==> src/rtl/adc3wire_pkg.sv <==
// rtl/adc3wire_pkg.sv - shared constants, frame field positions and FSM state type for the 3-wire config slave
// Purpose: frame geometry and the receiver state enum used by adc3wire_slave.
// Ports: none (package).
package adc3wire_pkg;

    localparam int FRAME_BITS = 32;
    localparam int ADDR_W     = 4;
    localparam int DATA_W     = 16;
    localparam int HEADER_W   = 12;

    // Frame layout, MSB first on the wire: {header, addr, data}
    localparam int HDR_MSB  = 31;
    localparam int HDR_LSB  = 20;
    localparam int ADDR_MSB = 19;
    localparam int ADDR_LSB = 16;
    localparam int DATA_MSB = 15;
    localparam int DATA_LSB = 0;

    typedef enum logic {
        IDLE  = 1'b0,
        SHIFT = 1'b1
    } state_t;

endpackage

==> src/rtl/adc3wire_sync.sv <==
// rtl/adc3wire_sync.sv - N-bit two-flop synchroniser with per-bit reset value
// Purpose: bring asynchronous pins into the clk domain.
// Ports:
//   clk    in  1      destination clock
//   rst_n  in  1      asynchronous active-low reset
//   d      in  WIDTH  asynchronous inputs
//   q      out WIDTH  synchronised outputs (second flop)
module adc3wire_sync #(
    parameter int               WIDTH     = 3,
    parameter logic [WIDTH-1:0] RESET_VAL = '0
) (
    input  logic             clk,
    input  logic             rst_n,
    input  logic [WIDTH-1:0] d,
    output logic [WIDTH-1:0] q
);

    logic [WIDTH-1:0] meta;

    always_ff @(posedge clk or negedge rst_n) begin
        if (!rst_n) begin
            meta <= RESET_VAL;
            q    <= RESET_VAL;
        end else begin
            meta <= d;
            q    <= meta;
        end
    end

endmodule

==> src/rtl/adc3wire_slave.sv <==
// rtl/adc3wire_slave.sv - 3-wire (strobe/sclk/data) configuration target with 16x16 register bank
// Purpose: oversample the 3-wire pins, deserialise 32-bit {header, addr, data} frames and
//          commit frames with a good header and exactly 32 bits into the register bank.
// Ports:
//   wb_clk_i         in  1   system clock
//   wb_rst_n_i       in  1   asynchronous active-low reset
//   adc3wire_clk     in  1   serial clock (async)
//   adc3wire_data    in  1   serial data (async)
//   adc3wire_strobe  in  1   frame strobe (async), polarity from STROBE_ACTIVE_LOW
//   rd_addr          in  4   bank read address
//   rd_data          out 16  combinational bank[rd_addr]
//   wr_pulse         out 1   one-cycle pulse per committed frame
//   wr_addr          out 4   address of last committed frame
//   wr_data          out 16  data of last committed frame
//   frame_err        out 1   one-cycle pulse per rejected frame
//   busy             out 1   high while shifting a frame
import adc3wire_pkg::*;

module adc3wire_slave #(
    parameter bit                  STROBE_ACTIVE_LOW = 1'b1,
    parameter logic [DATA_W-1:0]   REG_RESET         = 16'h0000,
    parameter logic [HEADER_W-1:0] HEADER            = 12'h001
) (
    input  logic              wb_clk_i,
    input  logic              wb_rst_n_i,
    input  logic              adc3wire_clk,
    input  logic              adc3wire_data,
    input  logic              adc3wire_strobe,
    input  logic [ADDR_W-1:0] rd_addr,
    output logic [DATA_W-1:0] rd_data,
    output logic              wr_pulse,
    output logic [ADDR_W-1:0] wr_addr,
    output logic [DATA_W-1:0] wr_data,
    output logic              frame_err,
    output logic              busy
);

    localparam logic       STROBE_IDLE = STROBE_ACTIVE_LOW ? 1'b1 : 1'b0;
    localparam logic [5:0] CNT_FULL    = 6'(FRAME_BITS);
    localparam logic [5:0] CNT_SAT     = 6'(FRAME_BITS + 1);

    // pins_sync = {strobe, sclk, data}
    logic [2:0] pins_sync;

    adc3wire_sync #(
        .WIDTH     (3),
        .RESET_VAL ({STROBE_IDLE, 2'b00})
    ) u_sync (
        .clk   (wb_clk_i),
        .rst_n (wb_rst_n_i),
        .d     ({adc3wire_strobe, adc3wire_clk, adc3wire_data}),
        .q     (pins_sync)
    );

    logic strobe_sync, sclk_sync, data_sync;
    logic strobe_hist, sclk_hist;

    assign strobe_sync = pins_sync[2];
    assign sclk_sync   = pins_sync[1];
    assign data_sync   = pins_sync[0];

    always_ff @(posedge wb_clk_i or negedge wb_rst_n_i) begin
        if (!wb_rst_n_i) begin
            strobe_hist <= STROBE_IDLE;
            sclk_hist   <= 1'b0;
        end else begin
            strobe_hist <= strobe_sync;
            sclk_hist   <= sclk_sync;
        end
    end

    logic sclk_rise, strobe_act, strobe_act_hist, strobe_end;

    assign sclk_rise       = sclk_sync & ~sclk_hist;
    assign strobe_act      = STROBE_ACTIVE_LOW ? ~strobe_sync : strobe_sync;
    assign strobe_act_hist = STROBE_ACTIVE_LOW ? ~strobe_hist : strobe_hist;
    assign strobe_end      = strobe_act_hist & ~strobe_act;

    state_t                  state, state_d;
    logic [FRAME_BITS-1:0]   shift_q, shift_d;
    logic [5:0]              bit_cnt, bit_cnt_d;
    logic                    commit, reject;
    logic [DATA_W-1:0]       bank [2**ADDR_W];

    always_comb begin
        state_d   = state;
        shift_d   = shift_q;
        bit_cnt_d = bit_cnt;
        commit    = 1'b0;
        reject    = 1'b0;
        case (state)
            IDLE: begin
                if (strobe_act) begin
                    state_d   = SHIFT;
                    shift_d   = '0;
                    bit_cnt_d = '0;
                end
            end
            SHIFT: begin
                // strobe_end takes priority so a coincident sclk edge is dropped
                if (strobe_end) begin
                    state_d = IDLE;
                    if (bit_cnt == CNT_FULL && shift_q[HDR_MSB:HDR_LSB] == HEADER) begin
                        commit = 1'b1;
                    end else if (bit_cnt != '0) begin
                        reject = 1'b1;
                    end
                end else if (sclk_rise && strobe_act) begin
                    shift_d = {shift_q[FRAME_BITS-2:0], data_sync};
                    if (bit_cnt != CNT_SAT) begin
                        bit_cnt_d = bit_cnt + 6'd1;
                    end
                end
            end
            default: state_d = IDLE;
        endcase
    end

    always_ff @(posedge wb_clk_i or negedge wb_rst_n_i) begin
        if (!wb_rst_n_i) begin
            state     <= IDLE;
            shift_q   <= '0;
            bit_cnt   <= '0;
            wr_pulse  <= 1'b0;
            frame_err <= 1'b0;
            wr_addr   <= '0;
            wr_data   <= '0;
            for (int i = 0; i < 2**ADDR_W; i++) begin
                bank[i] <= REG_RESET;
            end
        end else begin
            state     <= state_d;
            shift_q   <= shift_d;
            bit_cnt   <= bit_cnt_d;
            wr_pulse  <= commit;
            frame_err <= reject;
            if (commit) begin
                bank[shift_q[ADDR_MSB:ADDR_LSB]] <= shift_q[DATA_MSB:DATA_LSB];
                wr_addr <= shift_q[ADDR_MSB:ADDR_LSB];
                wr_data <= shift_q[DATA_MSB:DATA_LSB];
            end
        end
    end

    assign rd_data = bank[rd_addr];
    assign busy    = (state == SHIFT);

endmodule

==> config.mk <==
export PLATFORM = sky130hd
export DESIGN_NAME = adc3wire_slave
export DESIGN_NICKNAME = d
export VERILOG_FILES = /design/src/rtl/adc3wire_pkg.sv /design/src/rtl/adc3wire_sync.sv /design/src/rtl/adc3wire_slave.sv
export SDC_FILE = /design/constraint.sdc
export NUM_CORES = 1
export LEC_CHECK = 0
export ABC_CLOCK_PERIOD_IN_PS = 5200
export CAP_MARGIN = 30
export CORE_MARGIN = 1.5
export CORE_UTILIZATION = 65
export CTS_CLUSTER_SIZE = 16
export DETAILED_ROUTE_END_ITERATION = 10
export PLACE_DENSITY_LB_ADDON = 0.1
export SETUP_SLACK_MARGIN = 0.15
export SLEW_MARGIN = 40
export SYNTH_ARGS = -nofsm -noshare
export SYNTH_HDL_FRONTEND = slang
export SYNTH_HIERARCHICAL = 1
export SYNTH_SLANG_ARGS = --single-unit
export TNS_END_PERCENT = 5
==> constraint.sdc <==
create_clock -name wb_clk_i -period 5.2 [get_ports wb_clk_i]
set_input_delay 0.52 -clock wb_clk_i [delete_from_list [all_inputs] [get_ports wb_clk_i]]
set_output_delay 0.52 -clock wb_clk_i [all_outputs]
set_load 0.02 [all_outputs]
==> results of run 1 <==
-- flip-flops by register name, indices dropped and copies added (netlist names) --
signal,flops
u_sync/q,3
u_sync/meta,3
bank,256
wr_data,16
strobe_hist,1
frame_err,1
shift_q,32
wr_pulse,1
bit_cnt,6
busy,1
wr_addr,4
sclk_hist,1
-- worst paths after layout --
kind	start	to	slack [ns]
setup / recovery	rd_addr[0]	rd_data[7]	1.91
hold / removal	u_sync/meta[1]$_DFF_PN0_	u_sync/q[1]$_DFF_PN0_	0.35
setup reg to reg	u_sync/q[2]$_DFF_PN1_	bank[7]$_DFFE_PN0P_	2.43
hold reg to reg	u_sync/meta[1]$_DFF_PN0_	u_sync/q[1]$_DFF_PN0_	0.35
max in group asynchronous	wb_rst_n_i	bank[59]$_DFFE_PN0P_	3.22
min in group asynchronous	wb_rst_n_i	bank[199]$_DFFE_PN0P_	0.52
-- critical path: cells and delay by family --
| family | cells | cell delay (ns) |
|---|---|---|
| buf+inv | 3 | 1.31 |
| compound gates | 1 | 0.26 |
| simple gates | 1 | 0.08 |
| mux | 1 | 0.53 |
-- per-stage QoR --
stage	power (mW)	setup slack, ns	area [um2]
finish	5.28	1.91	16600
global route	5.43	1.79	16600
CTS	5.31	1.89	16600
detailed placement	2.80	1.89	15400
global placement	2.79	1.70	15400
floorplan	2.70	2.61	14900
-- cell usage after synthesis, types with 4 or more instances --
cell      instances  area, um2
mux2_4          100       1500
nand2b_1          4       25.0
clkbuf_1         40        150
nor2_1           16       60.1
nand2_1          25       93.8
mux2_2          176       1980
nand4_2           6       75.1
mux4_2           64       1440
buf_6            13        146
nor3_1            6       30.0
a22oi_1          32        240
a22o_1           32        280
nand4_4          10        213
buf_1            17       63.8
buf_2            16       80.1
dfrtp_1         322       8060
-- per-layer routing --
layer | vias to the layer above | wire [um] | part of all wire (%) | track usage (%)
met3 | 56 | 1580 | 4.9 | 4.68
met4 | 0 | 822 | 2.5 | 9.52
li1 | 3481 | - | - | -
met5 | - | 0 | 0 | 0
met2 | 217 | 15800 | 49 | 46.0
met1 | 4439 | 14200 | 44 | 41.1
-- kinds of logic (layout without fill, tap and decap cells) --
kind of cell | after synthesis | count (layout) | synth area share, %
DFF | 325 | 325 | 54.7
and+or+nand+nor | 90 | 90 | 4.60
AOI/OAI and AO/OA | 75 | 75 | 3.99
xor gates and xnor gates | 2 | 2 | 0.118
muxes | 340 | 340 | 33.1
adders and majority gates | 3 | 3 | 0.252
buffers and inverters | 92 | 127 | 3.27
-- final cells by class --
cell class,instances,area [um2]
fill,1371,5940
inverter,3,11.3
sequential,325,8140
clock inverter,7,124
timing repair buffer,63,654
clock buffer,54,1040
multi-input combinational,510,6310
tap,285,357
-- power groups by stage --
stage | clock network, mW | logic [mW] | registers (mW)
global placement | 0 | 0.181 | 2.61
detailed placement | 0 | 0.191 | 2.61
floorplan | 0 | 0.103 | 2.60
finish | 2.52 | 0.193 | 2.57
global route | 2.65 | 0.214 | 2.57
CTS | 2.55 | 0.194 | 2.56
==> metrics.cfg, run 1 <==
[global_routing]
grt_antenna_before_repair=0
grt_pass1_wl_um=52000
grtUsageTotal_pct=28.8
grt_pass1_vias=8981
grt-ovfl-total=0
grt_max_degree=97

[sta]
fin_worst_skew_ns=0.0239
min_period_ns=3.29
hold_ws_ns=0.348
setup_viol=0
max_slew_margin_pct=45.6
fmax_mhz=304
rsz0062_at_grt=no
worst_pin_slew_ns=0.813
fin_setup_tns_ns=0
slew_violations=0
finalCritPeriodShare_pct=63.2
report.final.hold_viol_count=0

[yosys]
syn-num-nets=939
seq_area_frac_synth_pct=54.7
synthArstFlopShare_pct=100
ys_warn_count=6
avgSynthCellArea_um2=16.1
netlist_area_um2=14900
synth_flop_cell=dfrtp_1
synth_cell_type_count=42
ys_seq_elements=325
synth_cells=927
synth_edf_count=0

[power]
seqPwrFrac_pct=48.6
power_frac_comb_pct=3.7
powerDensity_nw_per_um2=317
worst_ir_drop_vdd_mv=0.362
internal_power_mw=4.13
switching_share_pct=21.7
power_switching_mw=1.14
clock_power_share_pct=47.7
power_leakage_nw=8.40

[die]
die_h_um=154
start_util_pct=65.9
dieWidth_um=154
core-area_um2=22600
die_area_um2=23800
rows=55
ios=48

[clock_network]
post_cts_buffers=0
cts-hold-fix-buffers=1
cts-buffers-inserted=36
cts.root.buffer_cell=clkbuf_16
clk_latency_ns=0.53
cts.path.max_buffers=3
ctsResizeCount=0
path_clk_slew_ns=0.05
cts.sinks=325
htreeDepth=2
cts_tree=built

[place]
port_buffers=47
place.gp.congestion=0.758
post-dp-hpwl_um=18400
dpl.cell_count=1185

[routing]
dr.pass1.iters=5
routed_via_density=6.57
wl_per_cell_um=26.0
drc=0
drtIter0Drc=501
wirelength_um=32400
ant_nets=0
detailroute.via_count=8193

[worst_setup_path]
cp-start-kind=primary input
crit_path_max_incr_delay_ns=0.54
crit_chain=buf_6 > buf_12 > mux4_2 > a22oi_1 > nand2_1 > clkdlybuf4s50_1
r2r_cells=5
cp_slowest_cell=clkdlybuf4s50_1
worst_ep_required_time_ns=4.68
critPathCaptureType=output pin
critPathKind=in2out
cp.arrival_ns=2.77
path_max_fanout=41

[run]
drv_cap=0

[hold_path]
whs_path_depth=0
hp-class=reg2reg

[final_layout]
most-common-layout-cells=dfrtp_1 (322), mux2_2 (176), mux2_4 (100), mux4_2 (64), clkdlybuf4s50_1 (44)
final_common_cell=dfrtp_1
instances_no_fill=1247
drive_gt1_share_pct=45.0
diodes=0
area_growth_pct=11.8
nets=951
fin_util_pct=73.7

[outcome]
status=finished clean

Power figures use the tool's default switching activity.
==> inputs of run 2 (changes only) <==
- ABC_CLOCK_PERIOD_IN_PS: 5200 -> 3300
- CORE_UTILIZATION: 65 -> 61
- clock period: 5.2 -> 3.3 ns (I/O delays scaled with it)
==> metrics.cfg, run 2 (synthesized netlist as in run 1, its figures left out) <==
[clock_network]
post_cts_buffers=0  ; unchanged
clk_latency_ns=0.51  ; -0.02 ns
path_clk_slew_ns=0.06  ; about the same
cts-buffers-inserted=35  ; -2.8%
ctsResizeCount=0  ; unchanged
cts.sinks=325  ; unchanged
cts_tree=built
cts.root.buffer_cell=clkbuf_16
cts.path.max_buffers=3  ; unchanged
htreeDepth=2  ; unchanged
cts-hold-fix-buffers=1  ; unchanged

[routing]
wl_per_cell_um=25.8  ; -0.76%
wirelength_um=33200  ; +2.6%
dr_wl_met3_um=1410  ; -11%
detailroute.via_count=8225  ; +0.39%
routed_via_density=6.38  ; -2.9%
wirelength_met1_um=14000  ; -1.5%
dr_wl_met2_um=17100  ; +8.3%
drc=0  ; unchanged
dr.pass1.iters=4  ; -1
ant_nets=0  ; unchanged
drtIter0Drc=451  ; -10%
routed.top_layer=met4

[global_routing]
grt_pass1_vias=8842  ; -1.5%
grt_max_degree=91  ; -6.2%
grt-ovfl-total=0  ; unchanged
grtUsageTotal_pct=27.0  ; -1.9 points
grt_antenna_before_repair=0  ; unchanged
grt_pass1_wl_um=52300  ; +0.48%

[place]
dp_slack_ns=0.718  ; -1.17 ns
post-dp-hpwl_um=19200  ; +4.2%
port_buffers=47  ; unchanged
place.gp.congestion=0.798  ; +5.3%
dpl.cell_count=1229  ; +3.7%

[sta]
fmax_mhz=382
setup_viol=0  ; unchanged
fin_worst_skew_ns=0.0153  ; -0.00856 ns
fin_ws_ns=0.679  ; -1.23 ns
worst_pin_slew_ns=0.749  ; -0.0646 ns
hold_ws_ns=0.242  ; -0.106 ns
finalCritPeriodShare_pct=79.4
slew_violations=0  ; unchanged
rsz0062_at_grt=no
report.final.hold_viol_count=0  ; unchanged
min_period_ns=2.62
fin_setup_tns_ns=0  ; unchanged
max_slew_margin_pct=50.1  ; +4.4 points

[final_layout]
instances_no_fill=1289  ; +3.4%
final_common_cell=dfrtp_1
largest-register=bank
largest_registers=bank: 256 flops, shift_q: 32 flops, wr_data: 16 flops
area_growth_pct=12.9
diodes=0  ; unchanged
nFillCells=1623  ; +18%
drive_gt1_share_pct=46.0  ; +0.97 points
most-common-layout-cells=dfrtp_1 (322), mux2_2 (176), mux2_4 (100), mux4_2 (64), clkdlybuf4s50_1 (44)
nets=960  ; +0.95%
largest_register_ffs=256  ; unchanged

[power]
power_leakage_nw=8.47  ; +0.81%
worst_ir_drop_vdd_mv=0.379  ; +4.8%
powerDensity_nw_per_um2=507  ; +60%

[die]
dieWidth_um=159  ; +3.2%
rows=56  ; +1.8%
die_area_um2=25300  ; +6.4%
core-area_um2=23700  ; +4.9%
die_h_um=159  ; +3.2%
start_util_pct=62.8  ; -3.1 points
ios=48  ; unchanged

[worst_setup_path]
crit_path_max_incr_delay_ns=0.58  ; +0.04 ns
path_buf_inv=1  ; -2
rr_startpoint=u_sync/q[2]$_DFF_PN1_
path_max_fanout=2  ; -95%
cp-start-kind=register
critPathCaptureType=output pin
cp_slowest_cell=clkdlybuf4s50_1
worst_ep_required_time_ns=2.97  ; -1.71 ns
worst-path-stages=4  ; -2
cp-startpoint=bank[82]$_DFFE_PN0P_
critPathCapture=rd_data[2]
r2r_cells=5  ; unchanged
reg2reg_slack_ns=0.72  ; -1.71 ns
crit_chain=mux4_2 > a22oi_1 > nand2_1 > clkdlybuf4s50_1
critPathTopFamily=buffers and inverters
cp.arrival_ns=2.29  ; -0.48 ns
critPathKind=reg2out
rr_endpoint=bank[164]$_DFFE_PN0P_

[hold_path]
hp-class=in2reg

[outcome]
status=finished clean

[run]
drv_cap=0  ; unchanged

-- run 2: cell count changes in the layout (fill, tap and decap cells not counted), moves of 2 or more --
cell / previous run / this run
nand4_2: 1 / 6
clkbuf_1: 12 / 6
nand4_4: 15 / 10
buf_12: 3 / 6
inv_6: 2 / 0
clkbuf_8: 5 / 10
buf_4: 12 / 20
bufinv_16: 3 / 5
-- run 2: how the worst min path moves through the flow --
stage / from / depth (start not counted) / end
5_1_grt: adc3wire_strobe / 1 / u_sync/meta[2]$_DFF_PN1_
4_1_cts: adc3wire_strobe / 1 / u_sync/meta[2]$_DFF_PN1_
3_3_place_gp: wb_rst_n_i / 1 / bank[231]$_DFFE_PN0P_
3_5_place_dp: u_sync/meta[1]$_DFF_PN0_ / 0 / u_sync/q[1]$_DFF_PN0_
2_1_floorplan: wb_rst_n_i / 0 / bank[0]$_DFFE_PN0P_
6_report: adc3wire_strobe / 1 / u_sync/meta[2]$_DFF_PN1_
-- run 2: cell type report --
cell class	count	area [um2]	share of cell area, %
inverters	3	11.3	0.0670
clock buffers	53	1090	6.47
repair buffers	73	741	4.41
well taps	319	399	2.38
clock inverters	6	155	0.924
flip-flops and latches	325	8140	48.4
multi-input cells	510	6270	37.3
-- run 2: power by group --
| part | internal [mW] | switching, mW | leakage (nW) |
|---|---|---|---|
| clock | 2.65 | 1.52 | 0.610 |
| sequential | 4.01 | 0.0337 | 4.51 |
| combinational | 0.0939 | 0.211 | 3.35 |
| total | 6.75 | 1.77 | 8.47 |
-- run 2: metal layers --
layer / global-route usage (%) / vias to the layer above
met4: 7.29 / 0
met2: 45.9 / 194
met5: 0 / -
li1: - / 3491
met3: 3.93 / 52
met1: 36.6 / 4488
-- run 2: stage by stage --
stage                     util, %  area [um2]  total power, mW
final                        70.9       16800             8.52
after global routing         70.9       16800             8.78
after CTS                    70.9       16800             8.59
after detailed placement     65.6       15500             4.42
after global placement       65.6       15500             4.41
after floorplan                 -       14900             4.26
==> inputs of run 3 (changes only) <==
- ABC_CLOCK_PERIOD_IN_PS: 3300 -> 2600
- clock period: 3.3 -> 2.6 ns (I/O delays scaled with it)
==> metrics.cfg, run 3 (synthesized netlist as in run 1, its figures left out) <==
[routing]
drtIter0Drc=613  ; +36%
dr.pass1.iters=4  ; unchanged
routed_via_density=6.34  ; -0.57%
ant_nets=0  ; unchanged
detailroute.via_count=8330  ; +1.3%
drc=0  ; unchanged
wl_per_cell_um=25.8  ; about the same
wirelength_um=33800  ; +1.8%

[place]
post-dp-hpwl_um=20400  ; +6.3%
place.gp.congestion=0.790  ; -0.98%
port_buffers=47  ; unchanged

[sta]
fin_worst_skew_ns=0.0125  ; -0.00282 ns
report.final.hold_viol_count=0  ; unchanged
finalCritPeriodShare_pct=91.5
fmax_mhz=420
hold_ws_ns=0.164  ; -0.0782 ns
slew_violations=0  ; unchanged
worst_pin_slew_ns=0.765  ; +0.0165 ns
setup_viol=0  ; unchanged
max_slew_margin_pct=49.0  ; -1.1 points
rsz0062_at_grt=no
fin_setup_tns_ns=0  ; unchanged
min_period_ns=2.38

[power]
power_switching_mw=2.26  ; +28%
power_leakage_nw=8.84  ; +4.4%
powerDensity_nw_per_um2=612  ; +21%
internal_power_mw=8.14  ; +21%
power_frac_comb_pct=4.1  ; +0.5 points
worst_ir_drop_vdd_mv=0.498  ; +31%
switching_share_pct=21.8  ; +1.0 points
seqPwrFrac_pct=49.3  ; +1.9 points
clock_power_share_pct=46.6  ; -2.4 points

[clock_network]
cts.path.max_buffers=3  ; unchanged
cts.sinks=325  ; unchanged
clk_latency_ns=0.51  ; about the same
path_clk_slew_ns=0.06  ; about the same
cts.root.buffer_cell=clkbuf_16
post_cts_buffers=0  ; unchanged
cts-buffers-inserted=36  ; +2.9%
htreeDepth=2  ; unchanged
cts_tree=built

[final_layout]
final_common_cell=dfrtp_1
largest-register=bank
largest_register_ffs=256  ; unchanged
diodes=0  ; unchanged
nFillCells=1561  ; -3.8%
most-common-layout-cells=dfrtp_1 (322), mux2_2 (176), mux2_4 (100), mux4_2 (64), clkbuf_16 (37)
area_growth_pct=14.2
nets=983  ; +2.4%
largest_registers=bank: 256 flops, shift_q: 32 flops, wr_data: 16 flops
drive_gt1_share_pct=47.1  ; +1.1 points

[worst_setup_path]
critPathCaptureType=output pin
cp.arrival_ns=2.12  ; -0.17 ns
worst_ep_required_time_ns=2.34  ; -0.63 ns
path_max_fanout=2  ; unchanged
critPathKind=reg2out
cp-start-kind=register

[die]
die_h_um=159  ; unchanged
die_area_um2=25300  ; unchanged
start_util_pct=62.8  ; unchanged
ios=48  ; unchanged
rows=56  ; unchanged
dieWidth_um=159  ; unchanged
core-area_um2=23700  ; unchanged

[hold_path]
hp-class=in2reg

[global_routing]
grt_pass1_vias=8944  ; +1.2%
grtUsageTotal_pct=28.1  ; +1.1 points
grt-ovfl-total=0  ; unchanged
grt_antenna_before_repair=0  ; unchanged
grt_pass1_wl_um=53900  ; +3.1%
grt_max_degree=76  ; -16%

[run]
drv_cap=0  ; unchanged

[outcome]
status=finished clean

run 3: cell count changes in the layout (fill, tap and decap cells not counted), sizes merged:
cell and delta:
dlymetal6s2s +15, bufinv -3, buf +22, clkbuf -4
clkinv +9, clkdlybuf4s50 -16, dlygate4sd2 +1
run 3: worst max-delay path, cell delays in order, from the launching register on:
cell           delay (ns)
dfrtp_1              0.38
mux4_2               0.48
a22oi_1              0.24
nand2_1              0.16
dlygate4sd2_1        0.35
run 3: what timing repair did:
action | 4_1_cts | 5_1_grt
cloned | 0 | 0
setup endpoints to repair | 14 | 15
hold buffers | 1 | 0
resized for setup | 1 | 15
hold endpoints to repair | 71 | 0
run 3: final timing paths:
kind | end | cells past startpoint | slack [ns] | from
min in group asynchronous | bank[247]$_DFFE_PN0P_ | 2 | 0.32 | wb_rst_n_i
worst max register to register | wr_data[6]$_DFFE_PN0P_ | 6 | 0.34 | shift_q[29]$_DFFE_PN0P_
worst max-delay path | rd_data[3] | 4 | 0.22 | bank[67]$_DFFE_PN0P_
worst min-delay path | u_sync/meta[2]$_DFF_PN1_ | 1 | 0.16 | adc3wire_strobe
max in group asynchronous | u_sync/meta[2]$_DFF_PN1_ | 3 | 1.46 | wb_rst_n_i
worst min register to register | u_sync/q[0]$_DFF_PN0_ | 0 | 0.35 | u_sync/meta[0]$_DFF_PN0_
run 3: layout make-up:
type	instances	area, um2	share of cell area, %
Clock inverter	12	110	0.648
Inverter	3	11.3	0.0662
Sequential cell	325	8140	47.9
Timing Repair Buffer	95	1070	6.28
Multi-Input combinational cell	510	6270	36.9
Clock buffer	49	1010	5.95
Tap cell	319	399	2.35
run 3: metrics by stage:
step / instances / total power, mW / worst slack (ns) / instance area [um2] / utilization [%]
2_1_floorplan: 927 / 5.41 / 0.526 / 14900 / -
3_3_place_gp: 1251 / 5.63 / 0.191 / 15800 / 66.9
3_5_place_dp: 1251 / 5.65 / 0.183 / 15800 / 66.9
4_1_cts: 1313 / 10.5 / 0.0206 / 17000 / 71.6
5_1_grt: 1313 / 10.7 / 0.201 / 17000 / 71.8
6_report: 1313 / 10.4 / 0.220 / 17000 / 71.8
run 3: power groups by stage:
stage | Sequential, mW | Clock (mW) | Combinational (mW)
after floorplan | 5.20 | 0 | 0.207
after global placement | 5.21 | 0 | 0.415
after detailed placement | 5.22 | 0 | 0.432
after CTS | 5.13 | 4.93 | 0.435
after global routing | 5.13 | 5.14 | 0.471
final | 5.13 | 4.85 | 0.427
run 3: metal layers:
layer	vias to the layer above	share of wire, %	track usage (%)
met5	-	0	0
met4	0	2.9	9.95
li1	3538	-	-
met3	67	5.1	4.58
met2	227	49	44.8
met1	4498	43	39.5
